==> config.mk <==
export PLATFORM = sky130hd
export DESIGN_NAME = ex_stage_pipe
export DESIGN_NICKNAME = d
export VERILOG_FILES = /design/src/rtl/ex_pkg.sv /design/src/rtl/ex_mul_seq.sv /design/src/rtl/ex_stage_pipe.sv
export SDC_FILE = /design/constraint.sdc
export NUM_CORES = 1
export LEC_CHECK = 0
export CAP_MARGIN = 20
export CORE_ASPECT_RATIO = 1.25
export CORE_UTILIZATION = 30
export CTS_BUF_LIST = sky130_fd_sc_hd__clkbuf_16
export CTS_CLUSTER_SIZE = 25
export DETAILED_ROUTE_END_ITERATION = 7
export GPL_TIMING_DRIVEN = 0
export PLACE_DENSITY_LB_ADDON = 0.15
export SLEW_MARGIN = 20
export SYNTH_ARGS = -nofsm -noshare
export SYNTH_HDL_FRONTEND = slang
export SYNTH_SLANG_ARGS = --single-unit
export TNS_END_PERCENT = 30
==> constraint.sdc <==
create_clock -name clock -period 0.8 [get_ports clock]
set_input_delay 0.24 -clock clock [delete_from_list [all_inputs] [get_ports clock]]
set_output_delay 0.24 -clock clock [all_outputs]
set_load 0.02 [all_outputs]
==> src/rtl/ex_pkg.sv <==
// Shared encodings for the execute stage: ALU op / funct codes,
// forwarding selects and the multiplier FSM state type.
package ex_pkg;

    localparam logic [1:0] ALU_ADD   = 2'b00;
    localparam logic [1:0] ALU_SUB   = 2'b01;
    localparam logic [1:0] ALU_FUNCT = 2'b10;
    localparam logic [1:0] ALU_ADD2  = 2'b11;

    localparam logic [2:0] FN_ADD = 3'b000;
    localparam logic [2:0] FN_SUB = 3'b001;
    localparam logic [2:0] FN_AND = 3'b010;
    localparam logic [2:0] FN_OR  = 3'b011;
    localparam logic [2:0] FN_SLT = 3'b100;
    localparam logic [2:0] FN_XOR = 3'b101;
    localparam logic [2:0] FN_MUL = 3'b110;
    localparam logic [2:0] FN_NOR = 3'b111;

    localparam logic [1:0] FWD_REG  = 2'b00;
    localparam logic [1:0] FWD_WB   = 2'b01;
    localparam logic [1:0] FWD_MEM  = 2'b10;
    localparam logic [1:0] FWD_REG2 = 2'b11;

    typedef enum logic {
        MUL_IDLE = 1'b0,
        MUL_BUSY = 1'b1
    } mul_state_t;

endpackage

==> src/rtl/ex_mul_seq.sv <==
// Iterative shift-add multiplier, one partial product per BUSY cycle.
// The final step is presented combinationally on o_result during the
// last BUSY cycle (o_last) so the EX/MEM register can capture it on the
// edge that also returns the FSM to IDLE.
module ex_mul_seq
    import ex_pkg::*;
#(
    parameter int unsigned DATA_W = 16
) (
    input  logic              clock,
    input  logic              reset_n,
    input  logic              i_start,
    input  logic              i_flush,
    input  logic [DATA_W-1:0] i_a,
    input  logic [DATA_W-1:0] i_b,
    output logic              o_busy,
    output logic              o_last,
    output logic [DATA_W-1:0] o_result
);

    localparam int unsigned CNT_W = $clog2(DATA_W);
    localparam logic [CNT_W-1:0] LAST_CNT = CNT_W'(DATA_W - 1);

    mul_state_t        r_state;
    logic [CNT_W-1:0]  r_count;
    logic [DATA_W-1:0] r_a;
    logic [DATA_W-1:0] r_b;
    logic [DATA_W-1:0] r_acc;
    logic [DATA_W-1:0] w_acc_next;

    // Accumulate the current partial product (multiplicand pre-shifted)
    always_comb begin
        w_acc_next = r_acc + (r_b[0] ? r_a : '0);
    end

    // FSM: latch operands on start, step until the last count, abort on flush
    always_ff @(posedge clock or negedge reset_n) begin
        if (!reset_n) begin
            r_state <= MUL_IDLE;
            r_count <= '0;
            r_a     <= '0;
            r_b     <= '0;
            r_acc   <= '0;
        end else begin
            case (r_state)
                MUL_IDLE: begin
                    if (i_start && !i_flush) begin
                        r_state <= MUL_BUSY;
                        r_count <= '0;
                        r_a     <= i_a;
                        r_b     <= i_b;
                        r_acc   <= '0;
                    end
                end
                MUL_BUSY: begin
                    if (i_flush || (r_count == LAST_CNT)) begin
                        r_state <= MUL_IDLE;
                        r_count <= '0;
                    end else begin
                        r_count <= r_count + 1'b1;
                        r_a     <= r_a << 1;
                        r_b     <= r_b >> 1;
                        r_acc   <= w_acc_next;
                    end
                end
                default: r_state <= MUL_IDLE;
            endcase
        end
    end

    assign o_busy   = (r_state == MUL_BUSY);
    assign o_last   = (r_state == MUL_BUSY) && (r_count == LAST_CNT);
    assign o_result = w_acc_next;

endmodule

==> src/rtl/ex_stage_pipe.sv <==
// Execute stage: forwarding muxes, ALU, branch-target adder, EX/MEM register.
// Optional iterative multiplier enabled by defining EX_MUL_EN; without it
// funct 110 yields 0 in one cycle and stall is tied low.
module ex_stage_pipe
    import ex_pkg::*;
#(
    parameter int unsigned DATA_W = 16,
    parameter int unsigned REG_W  = 3
) (
    input  logic              clock,
    input  logic              reset_n,
    input  logic              in_valid,
    input  logic              flush,
    input  logic [DATA_W-1:0] pc_next,
    input  logic [DATA_W-1:0] rs_data,
    input  logic [DATA_W-1:0] rt_data,
    input  logic [DATA_W-1:0] imm,
    input  logic [REG_W-1:0]  rt_idx,
    input  logic [REG_W-1:0]  rd_idx,
    input  logic              alu_src,
    input  logic              reg_dest,
    input  logic [1:0]        alu_op,
    input  logic [1:0]        fwd_a,
    input  logic [1:0]        fwd_b,
    input  logic [DATA_W-1:0] mem_result,
    input  logic [DATA_W-1:0] wb_result,
    output logic              stall,
    output logic              out_valid,
    output logic [DATA_W-1:0] out_result,
    output logic [DATA_W-1:0] out_store_data,
    output logic [REG_W-1:0]  out_rd,
    output logic              out_zero,
    output logic [DATA_W-1:0] out_branch_target
);

    logic [DATA_W-1:0] w_op_a;
    logic [DATA_W-1:0] w_fwd_b;
    logic [DATA_W-1:0] w_alu_b;
    logic [DATA_W-1:0] w_alu_res;
    logic [DATA_W-1:0] w_result;
    logic [DATA_W-1:0] w_branch;
    logic [2:0]        w_funct;
    logic              w_stall;

    logic              r_valid;
    logic [DATA_W-1:0] r_result;
    logic [DATA_W-1:0] r_store;
    logic [REG_W-1:0]  r_rd;
    logic              r_zero;
    logic [DATA_W-1:0] r_branch;

    assign w_funct  = imm[2:0];
    assign w_branch = pc_next + {imm[DATA_W-2:0], 1'b0};

    // Forwarding muxes and ALU B select
    always_comb begin
        case (fwd_a)
            FWD_WB:  w_op_a = wb_result;
            FWD_MEM: w_op_a = mem_result;
            default: w_op_a = rs_data;
        endcase
        case (fwd_b)
            FWD_WB:  w_fwd_b = wb_result;
            FWD_MEM: w_fwd_b = mem_result;
            default: w_fwd_b = rt_data;
        endcase
        w_alu_b = alu_src ? imm : w_fwd_b;
    end

    // ALU with funct decode; multiply yields 0 here and is overridden below
    always_comb begin
        w_alu_res = '0;
        case (alu_op)
            ALU_SUB:   w_alu_res = w_op_a - w_alu_b;
            ALU_FUNCT: begin
                case (w_funct)
                    FN_ADD:  w_alu_res = w_op_a + w_alu_b;
                    FN_SUB:  w_alu_res = w_op_a - w_alu_b;
                    FN_AND:  w_alu_res = w_op_a & w_alu_b;
                    FN_OR:   w_alu_res = w_op_a | w_alu_b;
                    FN_SLT:  w_alu_res = {{(DATA_W-1){1'b0}},
                                          ($signed(w_op_a) < $signed(w_alu_b))};
                    FN_XOR:  w_alu_res = w_op_a ^ w_alu_b;
                    FN_MUL:  w_alu_res = '0;
                    FN_NOR:  w_alu_res = ~(w_op_a | w_alu_b);
                    default: w_alu_res = '0;
                endcase
            end
            default:   w_alu_res = w_op_a + w_alu_b;
        endcase
    end

`ifdef EX_MUL_EN
    logic              w_is_mul;
    logic              w_mul_start;
    logic              w_mul_busy;
    logic              w_mul_last;
    logic [DATA_W-1:0] w_mul_res;

    assign w_is_mul    = (alu_op == ALU_FUNCT) && (w_funct == FN_MUL);
    assign w_mul_start = in_valid && w_is_mul;

    ex_mul_seq #(
        .DATA_W (DATA_W)
    ) u_mul (
        .clock    (clock),
        .reset_n  (reset_n),
        .i_start  (w_mul_start),
        .i_flush  (flush),
        .i_a      (w_op_a),
        .i_b      (w_alu_b),
        .o_busy   (w_mul_busy),
        .o_last   (w_mul_last),
        .o_result (w_mul_res)
    );

    // Stall from acceptance through the second-to-last BUSY cycle
    always_comb begin
        w_stall  = (!w_mul_busy && w_mul_start && !flush) ||
                   (w_mul_busy && !w_mul_last);
        w_result = w_mul_last ? w_mul_res : w_alu_res;
    end
`else
    assign w_stall  = 1'b0;
    assign w_result = w_alu_res;
`endif

    // EX/MEM register: bubble while stalled, data holds until stall drops
    always_ff @(posedge clock or negedge reset_n) begin
        if (!reset_n) begin
            r_valid  <= 1'b0;
            r_result <= '0;
            r_store  <= '0;
            r_rd     <= '0;
            r_zero   <= 1'b0;
            r_branch <= '0;
        end else begin
            r_valid <= in_valid && !w_stall && !flush;
            if (!w_stall) begin
                r_result <= w_result;
                r_store  <= w_fwd_b;
                r_rd     <= reg_dest ? rd_idx : rt_idx;
                r_zero   <= (w_result == '0);
                r_branch <= w_branch;
            end
        end
    end

    assign stall             = w_stall;
    assign out_valid         = r_valid;
    assign out_result        = r_result;
    assign out_store_data    = r_store;
    assign out_rd            = r_rd;
    assign out_zero          = r_zero;
    assign out_branch_target = r_branch;

endmodule

======== Yosys cells after proc, flatten, opt, wreduce, memory -nomap -nowiden ========
Cells that the tools add are included.
word-level totals
  register bits after elaboration ......... 53
  input port bits ......................... 114
  output and inout bits ................... 54
  logic and storage cells ................. 37
cells by class
  add/sub/neg operators ................... 3
  magnitude comparators ................... 1
  equality and inequality tests ........... 13
  multiplexer cells ....................... 6
  bitwise gates (word level) .............. 4
  reduce and logical (&&, ||, !) cells .... 4
operators with widths
  kind                  count
  $pmux W16 S8          1
  $pmux W16 S2          3
  $add A16 B16 Y16      2
  $and A16 B16 Y16      1
  $logic_not A16 Y1     1
  $lt A16 B16 Y1        1
  $mux W16              1
  $not A16 Y16          1
  $or A16 B16 Y16       1
  $sub A16 B16 Y16      1
  $xor A16 B16 Y16      1
  $eq A3 B3 Y1 const B  4
  $eq A2 B1 Y1 const B  3
  $eq A2 B2 Y1 const B  3
  $eq A3 B2 Y1 const B  2
  $eq A3 B1 Y1 const B  1
  $logic_not A3 Y1      1
  $mux W3               1
  $logic_and A1 B1 Y1   1
  $logic_not A1 Y1      1

======== Logic depth before layout (Yosys ltp) ========
  depth after elaboration ................. 8
  gate-level depth with buffers ........... 20
  mapped depth without buffers ............ 19

======== Worst setup path before layout ========
OpenSTA, ideal clock, no wires.
  path type ............................... input -> register
  start ................................... input fwd_b[0]
  end ..................................... register r_zero (netlist: out_zero)
  library setup time ...................... 0.096 ns
  arrival ................................. 3.957 ns
  required time ........................... 0.704 ns
  setup slack ............................. -3.253 ns
  stages .................................. 18
  buffers on the path ..................... 3
  cell sequence ........................... inv_1 -> ha_1 -> clkbuf_1 -> clkbuf_1 -> a21oi_1 -> o21a_1 -> ha_1 -> clkbuf_1 -> inv_1 -> nand3_1 -> o221ai_1 -> a221oi_2 -> o221ai_1 -> a221oi_1 -> xor2_1 -> o211ai_1 -> nand4b_4 -> nor4_2
between the ends
  cells in the longest elaborated chain, start to end .. 8
  elaborated cells between the ends (all ways) .. 14
  those cells by class .................... 2 x add/sub; 1 x order compare; 2 x eq/ne; 4 x mux; 4 x bitwise; 1 x reduce/logical
ends and longest elaborated chain
  element                                                                   line                  RTL
  from (decl)                                                               ex_stage_pipe.sv:24   input logic [1:0] fwd_b,
  $eq A2 B2 Y1 / $eq A2 B1 Y1 (equally long branches)                       ex_stage_pipe.sv:62   case (fwd_b)
  $pmux W16 S2 (*)                                                          ex_stage_pipe.sv:62
  $mux W16 (*)                                                              ex_stage_pipe.sv:67   w_alu_b = alu_src ? imm : w_fwd_b;
  parallel branches: the longest is 3 deep, another holds $sub A16 B16 Y16  -
  $pmux W16 S2 (*)                                                          ex_stage_pipe.sv:73   case (alu_op)
  $logic_not A16 Y1 (*)                                                     ex_stage_pipe.sv:143  r_zero <= (w_result == '0);
  to (signal assigned)                                                      ex_stage_pipe.sv:143
  to (decl)                                                                 ex_stage_pipe.sv:49   logic r_zero;
Every way passes the cells marked *.

======== Worst setup path after layout ========
  start ................................... input fwd_b[0]
  end ..................................... register r_zero (netlist: out_zero)
between the ends
  cells in the longest elaborated chain, start to end .. 8
  elaborated cells between the ends (all ways) .. 14
  those cells by class .................... 2 x add/sub; 1 x order compare; 2 x eq/ne; 4 x mux; 4 x bitwise; 1 x reduce/logical
ends and longest elaborated chain
  element                                                                   line                  RTL
  $eq A2 B2 Y1 / $eq A2 B1 Y1 (equally long branches)                       ex_stage_pipe.sv:62
  $pmux W16 S2 (*)                                                          ex_stage_pipe.sv:62
  $mux W16 (*)                                                              ex_stage_pipe.sv:67
  parallel branches: the longest is 3 deep, another holds $sub A16 B16 Y16  -
  $pmux W16 S2 (*)                                                          ex_stage_pipe.sv:73
  net w_alu_res[12]                                                         ex_stage_pipe.sv:39   logic [DATA_W-1:0] w_alu_res;
  $logic_not A16 Y1 (*)                                                     ex_stage_pipe.sv:143
Mark *: on every way through the listed nets, which the timed path passes.

==> metrics.txt <==
top sig layer met4; failing checks negative hold slack, negative setup slack; Worst Path Arrival 3.84 ns; Post-synth top flop dfrtp_1; Area after DPL 8420 sq um; Avg Cell Area, Syn ~7.8 sq um; Cell Area, Synth 6080 sq um; Fin. Hold Viols 53; Worst Setup SP fwd_b[0]; Vias 7008; HPWL after DPL 19.5 mm; CTS tree yes; max-cap violations 0; placer congestion estimate 0.898; H-tree level count 2; mux contribution to synthesized area 0.0160; TritonCTS Buffers 5; fin worst setup slack -2.82 ns; vias in the first global route 6972; row count 57; initial antenna violation count 1; layout cells sized above 1 0.393; CP endpoint kind register; Post-Synth XOR/XNOR Area 0.0619; number of port buffers between 150 and 200; final instance area 10200 sq um; layout net count 1210; total wire length between 20 and 30 mm; Setup Viol. Count Final 100; Die Area 20800 sq um; Die W 129 microns; Synth Area in Adders 0.140; Detailed Route Iter0 Violations 374; synth-to-layout area growth 68.3%; clock buffer depth 2; status finished with violations; largest net degree at the start of global routing 54; WL/cell about 20 microns; Worst EP required roughly 1.0 ns; leakage power 0.00437 uW; Total GRT Usage 0.250; main combinational cell family by area after synthesis compound AO/OA/AOI/OAI gates; Ys Warns 0; Tcrit/Tclk final 4.53; crit path capture out_zero; WL met3 about 1.0 mm; Fillers roughly 1900; first drt pass iteration count 5; HP Class in -> async; Setup TNS -68.89 ns; Die Span Y roughly 160 microns; WS Path Type in -> reg; commonest non-fill, non-tap cells in the layout clkdlybuf4s50_1 (90), nand2_1 (71), buf_4 (65), buf_2 (57), inv_1 (56); register area share after synthesis 0.218; global-route wire length before repair 39.3 mm; clk sinks 53; asr flop ratio synth 1.00; total gr overflow 0; # IOs 168; Mapped Nets 956; # hold bufs at CTS 0; via/cell ratio roughly 5.4; Startpoint Class input pin; Tmin final 3.62 ns; WHS -0.0290 ns; cells after synthesis 776; post-synth cell types 86; Worst-path clk slew 0.08 ns; Max Slew Vio Count 0; DRC 0; synthesis-stage register bit count 53; root buffer cell clkbuf_16; Power Dens Cells 1630 nW/um^2; headroom to the max-slew limit 0.504; commonest non-fill, non-tap cell in the layout clkdlybuf4s50_1; compound-cell area share of the yosys netlist 0.310; VDD IR max 0.969 mV; Core ar. between 15000 and 20000 sq um; fmax roughly 0.28 GHz; critical-path maximum fanout 6; RSZ-0062 raised after global routing yes; worst slew pin tran 0.741 ns; metal2 WL ~14 mm; EDFF count, synth 0; antenna viol nets, final 0; initial core utilization 0.309; Metal-1 WL 10.1 mm; simple-gate share of the synthesized area 0.171
## cells in the mapped netlist (3+ instances only)
cell	instances	area, sq um
a21o_1	9	67.6
a21boi_0	3	22.5
o21ai_0	58	290
xor2_1	16	140
nor4_1	5	31.3
nor3b_1	3	22.5
and2_1	8	50.1
a22oi_1	29	218
a22o_1	4	35.0
o21a_1	16	120
mux2i_1	3	30.0
nand3b_1	3	22.5
buf_6	3	33.8
ha_1	63	788
a221oi_1	5	43.8
o2bb2ai_1	3	26.3
nand2_1	77	289
or3b_1	3	26.3
mux2_2	6	67.6
o211ai_1	8	60.1
o221ai_1	7	61.3
a21oi_1	53	265
inv_1	74	278
xnor2_1	27	236
nor2_1	53	199
nor3_1	8	40.0
nand2b_1	8	50.1
a311o_1	3	30.0
nand3_1	11	55.1
a211oi_1	6	45.0
a31oi_1	9	56.3
or2_2	3	18.8
o21bai_1	3	22.5
nor2b_1	8	50.1
fa_1	3	60.1
a221o_1	7	70.1
buf_2	7	35.0
o22ai_1	12	75.1
clkbuf_1	32	120
and3_1	8	50.1
dfrtp_1	53	1330
## power breakdown
group	internal, uW	total [uW]	switching (uW)
Clock	1510	2670	1160
Sequential	3160	3260	109
Combinational	4910	10700	5800
## metal layers
metal  GRT usage  vias to the layer above
met5           0                        -
met4       0.132                        0
met3      0.0268                       71
met2       0.451                      257
met1       0.285                     3392
li1            -                     3288
## final cells by class
type                    instances  area (sq um)  share of cell area
repair buffers                257          2260               0.221
well taps                     265           332              0.0324
inverters                      78           324              0.0317
clock inverters                 3          50.0             0.00489
diodes                          1          2.50            0.000245
plain buffers                  36           458              0.0447
clock buffers                   5           125              0.0122
flip-flops and latches         53          1330               0.130
multi-input cells             599          5350               0.523
## stage by stage
| step | power, uW | instances | setup slack [ns] | hold slack [ns] | util |
|---|---|---|---|---|---|
| floorplan | 8770 | 776 | -2.74 | -0.0556 | - |
| global placement | 11900 | 1207 | -4.21 | 0.696 | 0.428 |
| detailed placement | 11900 | 1207 | -4.20 | 0.341 | 0.428 |
| CTS | 16000 | 1284 | -2.92 | 0.000301 | 0.498 |
| global route | 17500 | 1297 | -2.95 | 0.0471 | 0.520 |
| finish | 16600 | 1297 | -2.82 | -0.0290 | 0.520 |
## cell families (layout without fill, tap and decap cells)
family	after synthesis	after routing
mux	9	9
flops	53	53
compound gates	269	269
other cells	1	2
xor+xnor	43	43
simple gates	211	211
buf+inv	124	379
fa+ha+maj	66	66
## worst max-delay path, cell delays in order
cell,delay (ns)
buf_12,0.10
inv_12,0.03
ha_4,0.17
clkbuf_16,0.15
buf_6,0.11
buf_6,0.13
a22oi_2,0.15
nor2_1,0.07
a21oi_2,0.14
o21a_2,0.23
ha_4,0.25
a21o_1,0.18
a311o_1,0.33
a311oi_2,0.33
nor3_4,0.11
buf_4,0.18
a31oi_1,0.16
o211ai_1,0.11
or3_4,0.35
nand4b_4,0.18
nor4_2,0.13
## state kept, by name (all words and copies together) (netlist names)
name               flops
out_branch_target     16
out_rd                 3
out_result            16
out_store_data        16
out_valid              1
out_zero               1
## what timing repair did
action	4_1_cts	5_1_grt
gates resized for setup	486	76
setup endpoints to repair	104	100
buffers inserted	82	17
pin swaps	89	61
## worst min-delay path by stage
stage | slack, ns | depth (start not counted) | to
6_report | -0.03 | 1 | out_branch_target[15]
5_1_grt | 0.05 | 1 | out_branch_target[12]
4_1_cts | 0.0003 | 1 | out_branch_target[12]
3_5_place_dp | 0.34 | 1 | out_branch_target[12]
3_3_place_gp | 0.70 | 1 | out_branch_target[0]
2_1_floorplan | -0.06 | 0 | out_branch_target[0]
No activity file was read; power rests on OpenSTA's default activity.
